**src/rtl/uart_tx8_pkg.sv**
```systemverilog
// Shared UART definitions: data width, FSM encodings, bit-period rounding.
package uart_tx8_pkg;

  localparam int DATA_W = 8;

  typedef enum logic [1:0] {
    ST_IDLE  = 2'd0,
    ST_START = 2'd1,
    ST_DATA  = 2'd2,
    ST_STOP  = 2'd3
  } txState_t;

  // Clocks per bit, rounded to nearest.
  function automatic int clksPerBit(input int clockRate, input int baudRate);
    return (clockRate + baudRate / 2) / baudRate;
  endfunction

endpackage

```
**src/rtl/uart_baud_tick.sv**
```systemverilog
// Divide-by-N bit timer with synchronous restart; bitTick marks the last clock of each bit.
module uart_baud_tick #(
  parameter int N = 1250
) (
  input  logic clk,
  input  logic rst_n,
  input  logic restart,
  output logic bitTick
);

  localparam int CW = (N > 1) ? $clog2(N) : 1;
  localparam logic [CW-1:0] LAST = CW'(N - 1);

  logic [CW-1:0] cnt;

  // Count 0..N-1 and wrap; restart realigns the count to a new frame start.
  always_ff @(posedge clk or negedge rst_n) begin
    if (!rst_n)                    cnt <= '0;
    else if (restart || cnt == LAST) cnt <= '0;
    else                           cnt <= cnt + 1'b1;
  end

  assign bitTick = (cnt == LAST);

endmodule

```
**src/rtl/uart_tx8.sv**
```systemverilog
// 8N1 UART transmitter with a one-byte holding register for gapless back-to-back frames.
module uart_tx8
  import uart_tx8_pkg::*;
#(
  parameter int CLOCK_RATE = 12000000,
  parameter int BAUD_RATE  = 9600,
  parameter int STOP_BITS  = 1
) (
  input  logic              clk,
  input  logic              rst_n,
  input  logic              txEn,
  input  logic              txStart,
  input  logic [DATA_W-1:0] txIn,
  output logic              txReady,
  output logic              txBusy,
  output logic              txDone,
  output logic              txOut
);

  localparam int CPB = clksPerBit(CLOCK_RATE, BAUD_RATE);
  localparam logic [2:0] STOP_LAST = 3'(STOP_BITS - 1);

  txState_t          state, stateNext;
  logic [2:0]        bitIdx, bitIdxNext;
  logic [DATA_W-1:0] shiftReg, shiftNext;
  logic [DATA_W-1:0] holdReg, holdNext;
  logic              holdFull, holdFullNext;
  logic [DATA_W-1:0] loadByte;
  logic              accept, load, frameEnd, bitTick, txOutNext;

  assign accept = txStart & txEn & txReady;

  uart_baud_tick #(.N(CPB)) uBaud (
    .clk     (clk),
    .rst_n   (rst_n),
    .restart (load),
    .bitTick (bitTick)
  );

  // State, datapath and registered outputs.
  always_ff @(posedge clk or negedge rst_n) begin
    if (!rst_n) begin
      state    <= ST_IDLE;
      bitIdx   <= '0;
      shiftReg <= '0;
      holdReg  <= '0;
      holdFull <= 1'b0;
      txOut    <= 1'b1;
      txBusy   <= 1'b0;
      txDone   <= 1'b0;
      txReady  <= 1'b1;
    end else begin
      state    <= stateNext;
      bitIdx   <= bitIdxNext;
      shiftReg <= shiftNext;
      holdReg  <= holdNext;
      holdFull <= holdFullNext;
      txOut    <= txOutNext;
      txBusy   <= (stateNext != ST_IDLE);
      txDone   <= frameEnd;
      txReady  <= ~holdFullNext;
    end
  end

  // Next-state: bit sequencing, frame (re)load from input or hold, hold capture.
  always_comb begin
    stateNext    = state;
    bitIdxNext   = bitIdx;
    shiftNext    = shiftReg;
    holdNext     = holdReg;
    holdFullNext = holdFull;
    loadByte     = txIn;
    load         = 1'b0;
    frameEnd     = 1'b0;
    case (state)
      ST_IDLE:  if (accept) load = 1'b1;
      ST_START: if (bitTick) begin
        stateNext  = ST_DATA;
        bitIdxNext = '0;
      end
      ST_DATA:  if (bitTick) begin
        shiftNext = shiftReg >> 1;
        if (bitIdx == 3'd7) begin
          stateNext  = ST_STOP;
          bitIdxNext = '0;
        end else begin
          bitIdxNext = bitIdx + 3'd1;
        end
      end
      ST_STOP:  if (bitTick) begin
        if (bitIdx == STOP_LAST) begin
          frameEnd = 1'b1;
          if (holdFull) begin
            load         = 1'b1;
            loadByte     = holdReg;
            holdFullNext = 1'b0;
          end else if (accept) begin
            load = 1'b1;
          end else begin
            stateNext = ST_IDLE;
          end
        end else begin
          bitIdxNext = bitIdx + 3'd1;
        end
      end
      default: stateNext = ST_IDLE;
    endcase
    // Bytes not going straight to the line are parked in hold.
    if (accept && !load) begin
      holdNext     = txIn;
      holdFullNext = 1'b1;
    end
    if (load) begin
      stateNext  = ST_START;
      shiftNext  = loadByte;
      bitIdxNext = '0;
    end
    txOutNext = (stateNext == ST_DATA) ? shiftNext[0] : (stateNext != ST_START);
  end

endmodule

```
**config.mk**
```make
export PLATFORM = sky130hd
export DESIGN_NAME = uart_tx8
export DESIGN_NICKNAME = d
export VERILOG_FILES = /design/src/rtl/uart_tx8_pkg.sv /design/src/rtl/uart_baud_tick.sv /design/src/rtl/uart_tx8.sv
export SDC_FILE = /design/constraint.sdc
export NUM_CORES = 1
export LEC_CHECK = 0
export CAP_MARGIN = 10
export CORE_AREA = 5 5 72 61
export DETAILED_ROUTE_END_ITERATION = 10
export DIE_AREA = 0 0 77 66
export PLACE_DENSITY = 0.76
export SLEW_MARGIN = 20
export SYNTH_ARGS = -nofsm -noshare
export SYNTH_HDL_FRONTEND = slang
export SYNTH_SLANG_ARGS = --single-unit
```
**constraint.sdc**
```tcl
create_clock -name clk -period 2.4 [get_ports clk]
set_input_delay 0.36 -clock clk [delete_from_list [all_inputs] [get_ports clk]]
set_output_delay 0.36 -clock clk [all_outputs]
set_load 0.01 [all_outputs]
```
======== Word level (Yosys, flattened, before mapping) ========
Cells that the tools add are included.
W data, S select, Z words.
word-level totals
  register bits after elaboration ......... 37
  latch bits .............................. 0
  RAM bits ................................ 0
  ROM bits ................................ 0
  bits of input ports ..................... 12
  output and inout port bits .............. 4
  word-level logic and storage cells ...... 75
  memories kept ........................... 0
operators by class
  $add $sub $neg .......................... 2
  multipliers ............................. 0
  divide/modulo/power cells ............... 0
  order comparisons ....................... 0
  equality and inequality tests ........... 11
  shifts and indexed selects .............. 0
  mux-type cells .......................... 37
  bitwise operators ....................... 3
  reduce and logical (&&, ||, !) cells .... 11
operator list
  operator                 number
  $mux W8                  7
  $mux W3                  6
  $mux W2                  8
  $mux W1                  12
  $ne A3 B2 Y1 const B     4
  $add A11 B1 Y11 const B  1
  $eq A11 B11 Y1 const B   1
  $mux W11                 1
  $pmux W3 S3              1
  $eq A2 B2 Y1 const B     3
  $pmux W2 S3              1
  $reduce_bool A2 Y1       3
  $reduce_and A5 Y1        1
  $reduce_bool A4 Y1       1
  $add A3 B1 Y3 const B    1
  $eq A3 B3 Y1 const B     1
  $logic_not A3 Y1         1
  $and A1 B1 Y1            2
  $eq A2 B1 Y1 const B     1
  $logic_not A2 Y1         1
  $ne A2 B1 Y1 const B     1
  $pmux W1 S2              1
  $reduce_and A2 Y1        1
  $logic_and A1 B1 Y1      1
  3 further kinds          3

======== Longest topological paths before layout ========
Gate-level depths: netlist of the first run.
  depth after elaboration ................. 11
  gate-level depth with buffers ........... 8
  gate-level depth less buffers ........... 8

======== By module ========
A second synthesis of the first run with hierarchy kept.
unflattened totals
  cells, all modules ...................... 171
  area total of the unflattened synthesis .. 2045.7 µm²
modules (own cells, without submodules)
  module          instances  cells an instance  area an instance (µm²)  seq. area each (µm²)
  uart_tx8        1          115                1471.4                  653.1
  uart_baud_tick  1          56                 574.3                   275.3

======== Worst setup path after synthesis of the first run ========
No wires, ideal clock.
  path type ............................... register to register
  start point ............................. register uBaud.cnt[1]
  end point ............................... register holdReg[0]
  setup time .............................. 0.125 ns
  data arrival time ....................... 1.761 ns
  data required time ...................... 2.275 ns
  path slack .............................. 0.514 ns
  stages on the path, launching flop included .. 9
  path buffers ............................ 0
  clock period less this slack ............ 1.886 ns
  cells stage by stage .................... dfrtp_1 > inv_1 > ha_1 > nor4b_4 > nand4_2 > inv_2 > nor2_1 > o21ai_4 > mux2_2
between the ends
  cells in the longest elaborated chain, start to end .. 5
ends and longest elaborated chain
  element                   RTL line              source
  start: declaration        uart_baud_tick.sv:14  logic [CW-1:0] cnt;
  start signal: assignment  uart_baud_tick.sv:20  else cnt <= cnt + 1'b1;
  $eq A11 B11 Y1            uart_baud_tick.sv:23  assign bitTick = (cnt == LAST);
  $mux W1                   uart_tx8.sv:90        ST_STOP: if (bitTick) begin
  $pmux W1 S2               uart_tx8.sv:75        case (state)
  $logic_not A1 Y1          uart_tx8.sv:109       if (accept && !load) begin
  $logic_and A1 B1 Y1       uart_tx8.sv:109
  end signal: assignment    uart_tx8.sv:56        holdReg <= holdNext;
  end: declaration          uart_tx8.sv:26        logic [DATA_W-1:0] holdReg, holdNext;
Every way passes these cells.
A chain may end at the register's enable or synchronous reset.

======== Final worst setup path of the first run ========
  start point ............................. register uBaud.cnt[1]
  end point ............................... register txOut
between the ends
  cells in the longest elaborated chain, start to end .. 6
  elaborated cells between the ends (all ways) .. 16
  those cells by class .................... eq/ne (3); mux (13)
ends and longest elaborated chain
  element                                       RTL line              source
  $eq A11 B11 Y1 (*)                            uart_baud_tick.sv:23
  $mux W2, or another cell as far along         uart_tx8.sv:90
  $pmux W2 S3 or $pmux W1 S2 (tied branches)    uart_tx8.sv:75
  $mux W2                                       uart_tx8.sv:113       if (load) begin
  $ne A2 B1 Y1 or $eq A2 B2 Y1 (tied branches)  uart_tx8.sv:118       txOutNext = (stateNext == ST_DATA) ? shiftNext[0] : (stateNext != ST_START);
  $mux W1 (*)                                   uart_tx8.sv:118
  net txOutNext                                 uart_tx8.sv:29        logic accept, load, frameEnd, bitTick, txOutNext;
  end signal: assignment                        uart_tx8.sv:58        txOut <= txOutNext;
  end: declaration                              uart_tx8.sv:17        output logic txOut
The timed path passes the listed nets; every way through them passes the cells marked *. The select of a mux whose other input is x is not followed.

==> results of run 1 <==
## cells by family after synthesis
logic type	Yosys count	share of synthesized area
DFF	37	0.475
and+or+nand+nor	65	0.176
xor gates and xnor gates	9	0.0404
adders and majority gates	10	0.0641
muxes	25	0.138
AOI/OAI and AO/OA	23	0.0890
buffers and inverters	9	0.0179
## cell type report
cell class | count | area (um2) | share of cell area
Multi-Input combinational cell | 132 | 990 | 0.441
Sequential cell | 37 | 928 | 0.413
Timing Repair Buffer | 17 | 165 | 0.0735
Clock buffer | 7 | 76.3 | 0.0340
Tap cell | 44 | 55.1 | 0.0245
Inverter | 7 | 26.3 | 0.0117
Clock inverter | 1 | 5.00 | 0.00223
## report_power, final
group / leakage, nW / switching [W] / internal [W]
registers: 0.475 / 0 / 0.000623
logic: 0.584 / 0.0000172 / 0.0000191
clock network: 0.0422 / 0.000220 / 0.000204
## cells in the final DEF, fill, tap and decap left out, types with 2 or more instances in the layout
| master | count |
|---|---|
| o21ai_0 | 9 |
| buf_4 | 2 |
| dfstp_2 | 2 |
| ha_1 | 10 |
| mux2i_1 | 10 |
| nor3_1 | 4 |
| nand3_1 | 8 |
| nand2_1 | 16 |
| and2_1 | 2 |
| clkbuf_8 | 5 |
| a21oi_1 | 3 |
| nor2_1 | 23 |
| a211oi_2 | 2 |
| inv_1 | 6 |
| mux2_2 | 15 |
| xnor2_1 | 5 |
| dfrtp_1 | 35 |
| clkdlybuf4s50_1 | 15 |
| o21ai_1 | 2 |
| xor2_1 | 4 |
| nand4_2 | 2 |
| clkbuf_1 | 2 |
## worst register-to-register path, stage by stage (launching register included)
cell and delay (ns):
dfrtp_1 0.41, inv_1 0.07, ha_1 0.16, nor4b_4 0.31, nand3_1 0.27, o311ai_2 0.51, nor2_1 0.11, a211oi_2 0.25
## worst max path at each step
stage                           start                     end  slack (ns)  depth (start not counted)
2_1_floorplan  uBaud.cnt[1]$_DFF_PN0_  holdReg[0]$_DFFE_PN0P_        0.51                          8
3_3_place_gp                  txStart        txBusy$_DFF_PN0_        0.15                          6
3_5_place_dp                  txStart         txOut$_DFF_PN1_        0.08                          6
4_1_cts        uBaud.cnt[1]$_DFF_PN0_  holdReg[2]$_DFFE_PN0P_        0.23                          8
5_1_grt        uBaud.cnt[1]$_DFF_PN0_         txOut$_DFF_PN1_        0.02                          7
6_report       uBaud.cnt[1]$_DFF_PN0_         txOut$_DFF_PN1_        0.23                          7
## stage by stage
step                      total power, W  instances  setup slack (ns)  hold slack (ns)  instance area (um2)
after floorplan                 0.000639        178             0.514           0.0644                 1950
final                            0.00108        245             0.229            0.476                 2250
after CTS                        0.00110        245             0.229            0.487                 2250
after detailed placement        0.000673        237            0.0768            0.495                 2160
after global placement          0.000672        237             0.149            0.486                 2160
after global routing             0.00113        245            0.0193            0.525                 2250
## sequential cells by signal, summed over array words and instances (netlist names)
register	flops
txBusy	1
txOut	1
txDone	1
holdReg	8
holdFull	1
state	2
uBaud.cnt	11
bitIdx	3
shiftReg	8
txReady	1
## layer usage
layer / global-route usage / up-vias
met5: 0 / -
met4: 0.0451 / 0
met3: 0.0586 / 4
met2: 0.252 / 34
met1: 0.207 / 639
li1: - / 663
==> run metrics, run 1 <==
status completed; gr usage total 0.160; Routed WL per cell 15.1 um; NumNets Final 222; antenna violations before repair 0; met3 wire len 183 um; Final Max Tran Viols 0; starting density of the core 0.538; Syn Inst Count 178; Critical Path RT 2.61 ns; f_max 0.461 GHz; Synth area leaders dfrtp_1 (45%), mux2_2 (8.6%), ha_1 (6.4%); WP buf/inv 1; CP Class flip-flop to flip-flop; Tightest Pin Transition 0.603 ns; final worst-path cycle share 0.905; sequential area share after synthesis 0.475; die height 66 um; TNS Setup 0 ns; drt pass-1 iters 4; core area 3630 um2; via count 1340; CP max stage delay 0.51 ns; Critical R2R Capture txOut$_DFF_PN1_; yosys warns 0; Metal-1 WL 1.74 mm; mapped cell area 1950 um2; cell family with most CP delay compound AO/OA/AOI/OAI gates; Worst VDD drop 0.000338 V; largest net degree at the start of global routing 38; Synth Area per Inst 11.0 um2; port buffer count 15; Post-DRT Antenna Nets 0; worst-path cell chain inv_1 -> ha_1 -> nor4b_4 -> nand3_1 -> o311ai_2 -> nor2_1 -> a211oi_2; setup repair bufs after CTS 0; final WL 3.70 mm; Post-synth EDFFs 0; layout cell share with drive strength beyond 1 0.179; fraction of registers with async set/reset 1.00; RD Place Congestion 0.787; CP Capture Type flip-flop; vias in the first global route 1391; Clk Latency, worst-skew pair 0.29 ns; cell taking the most area after synthesis dfrtp_1; # rows 20; CP max-delay cell o311ai_2; Post-CTS Hold Fix Bufs 0; fillers 283; post-synth top area share 0.448; clock slew at reported path FFs 0.07 ns; Synth Register Bits 37; Critical Path AT 2.38 ns; top sig layer met4; Slew Limit Headroom 0.597; cell area power density 483 nW/um2; most common cell in the synthesized netlist dfrtp_1; Worst R2R Setup Slack 0.23 ns; GRT overflow 0; Pleak 1.10 nW; RSZ-0062 raised after global routing no; Area Overhead vs Synth 15.0%; cts repair resizes 0; FF-to-FF Start uBaud.cnt[1]$_DFF_PN0_; setup violators final 0; TritonCTS clock tree built; Remaining DRCs 0; Final Skew 0.00269 ns; Die X 77 um; clock sinks 37; post-DP HPWL 2.72 mm; Clock Tree Buf Depth 2; die area 5080 um2; n_diodes 0; Hold Vio Cnt, Final 0; worst hold path type input pin to async pin; met2 wire len 1.77 mm; TritonCTS buffer count 5; CP Max Fanout 5; count of cell types in the netlist 38; number of DRC markers in iteration 0 71; global-route wire length before repair 6.36 mm; Vias/cell 5.47; CP Launch Type flip-flop; Synth Net Count 200; min Tclk post-route 2.17 ns; Final Util 0.619; Max Cap Viol 0; # H-tree levels 2; # IOs 16; Most used DFF post-synth dfrtp_1; commonest cells in the netlist dfrtp_1 (35), nor2_1 (23), nand2_1 (16); worst reg-to-reg path cell count 7; Root Buffer Master clkbuf_8
Power figures use the tool's default switching activity.
==> run 2: changes to the inputs <==
Settings changed: GPL_TIMING_DRIVEN set to 0.
==> run 2 against run 1 <==
Against the previous run: first-iteration DRC count shrank 38%; via count grew 1.5%; global-route usage shrank 0.77 points; clock-buffer cell count shrank 1; critical path depth grew 1; register-to-register slack gained 0.02 ns; die area is the same; routed wire length shrank 3.4%; sequential power is essentially flat; cell count grew 0.82%; clock power shrank 4%; fmax grew 0.80%; critical endpoint is now holdReg[0]$_DFFE_PN0P_; largest cell class unchanged; highest routed layer unchanged.
==> run metrics, run 2 (synthesis gave the netlist of run 1 again) <==
status completed; # IOs 16; max reg flops 11; setup violators final 0; vias in the first global route 1392; Tightest Pin Transition 0.582 ns; post-placement worst setup slack 0.0723 ns; CP max stage delay 0.42 ns; n_diodes 0; starting density of the core 0.538; Remaining DRCs 0; CP Class flip-flop to flip-flop; die height 66 um; core area 3630 um2; worst reg-to-reg path cell count 8; worst-path cell chain inv_1 -> ha_1 -> nor4b_4 -> nand4_2 -> inv_2 -> nor2_1 -> o21ai_4 -> mux2_2; antenna violations before repair 0; worst hold path type input pin to async pin; commonest cells after routing, fill and taps aside dfrtp_1 (35), nor2_1 (23), nand2_1 (16); TritonCTS clock tree built; cell family with most CP delay simple AND/OR/NAND/NOR gates; CP Launch Type flip-flop; clock sinks 37; Regs by FF count uBaud.cnt: 11 flops, holdReg: 8 flops, shiftReg: 8 flops; Area Overhead vs Synth 16.0%; # H-tree levels 2; RD Place Congestion 0.805; port buffer count 15; die area 5080 um2; Final Skew 0.00597 ns; RSZ-0062 raised after global routing no; cell area power density 473 nW/um2; Die X 77 um; WP buf/inv 2; # rows 20; CP Capture Type flip-flop; Clock Tree Buf Depth 2; min Tclk post-route 2.15 ns; Critical R2R Capture holdReg[0]$_DFFE_PN0P_; f_max 0.464 GHz; Slew Limit Headroom 0.612; final worst-path cycle share 0.898; Vias/cell 5.51; cts repair resizes 0; number of DRC markers in iteration 0 44; drt pass-1 iters 4; gr usage total 0.152; global-route wire length before repair 6.11 mm; Root Buffer Master clkbuf_8; Largest Register uBaud.cnt; post-route setup slack 0.246 ns; FF-to-FF Start uBaud.cnt[1]$_DFF_PN0_; largest net degree at the start of global routing 27; Clk Latency, worst-skew pair 0.28 ns; Critical Path AT 2.32 ns; clock slew at reported path FFs 0.07 ns; Final Max Tran Viols 0; Crit. Startpoint uBaud.cnt[1]$_DFF_PN0_; Worst VDD drop 0.000401 V; GRT overflow 0; Pleak 1.11 nW; TritonCTS buffer count 5; Critical Path RT 2.57 ns; Post-DRT Antenna Nets 0; NumNets Final 224; crit path capture holdReg[0]$_DFFE_PN0P_; Routed WL per cell 14.5 um; post-DP HPWL 2.71 mm; CP Max Fanout 10; Crit. path cell count 8; final WL 3.58 mm; CP max-delay cell dfrtp_1; Hold Vio Cnt, Final 0; via count 1360; Worst R2R Setup Slack 0.25 ns; TNS Setup 0 ns; commonest non-fill, non-tap cell in the layout dfrtp_1; layout cell share with drive strength beyond 1 0.187; Max Cap Viol 0
run 2: cell count changes in the layout (fill, tap and decap cells not counted), sizes merged:
cell,before,now
dlygate4sd3,0,1
clkinv,1,2
buf,2,3
clkdlybuf4s50,15,14
run 2: worst reg2reg max path, cell delays in order (launching register included):
cell,delay (ns)
dfrtp_1,0.42
inv_1,0.07
ha_1,0.15
nor4b_4,0.33
nand4_2,0.22
inv_2,0.11
nor2_1,0.06
o21ai_4,0.30
mux2_2,0.39
run 2: routing by layer:
layer	part of all wire	global-route usage	wire length, um
met1	0.47	0.182	1680
met2	0.49	0.267	1740
met3	0.032	0.0381	115
met4	0.012	0.0536	43
met5	0	0	0
run 2: worst min-delay path by stage:
stage,from,to,slack (ns),cells after the start
after CTS,rst_n,bitIdx[2]$_DFFE_PN0P_,0.50,2
after global placement,holdReg[2]$_DFFE_PN0P_,holdReg[2]$_DFFE_PN0P_,0.49,1
after detailed placement,rst_n,uBaud.cnt[7]$_DFF_PN0_,0.27,1
after global routing,holdReg[5]$_DFFE_PN0P_,holdReg[5]$_DFFE_PN0P_,0.52,1
after floorplan,rst_n,bitIdx[0]$_DFFE_PN0P_,0.06,0
final,rst_n,bitIdx[2]$_DFFE_PN0P_,0.50,2
run 2: final cells by class:
type                       instances  area, um2
fill                             289       1360
multi-input combinational        132        990
sequential                        37        928
timing repair buffer              17        175
clock buffer                       6       72.6
tap                               44       55.1
inverter                           7       26.3
clock inverter                     2       10.0
buffer                             2       8.76
run 2: what timing repair did:
action	in CTS	in global routing
buffers inserted	0	0
hold buffers	1	0
endpoints found under the hold margin	9	0
run 2: through the flow:
stage / util / total power [W] / std cells / instance area, um2 / hold slack, ns
4_1_cts: 0.624 / 0.00109 / 247 / 2270 / 0.503
2_1_floorplan: - / 0.000639 / 178 / 1950 / 0.0644
3_5_place_dp: 0.599 / 0.000675 / 238 / 2170 / 0.274
6_report: 0.624 / 0.00107 / 247 / 2270 / 0.501
3_3_place_gp: 0.595 / 0.000671 / 237 / 2160 / 0.486
5_1_grt: 0.624 / 0.00111 / 247 / 2270 / 0.520
run 2: power by group:
group          switching (W)  internal, W
Clock               0.000208     0.000201
Sequential                 0     0.000623
Combinational      0.0000185    0.0000216
Total               0.000226     0.000846
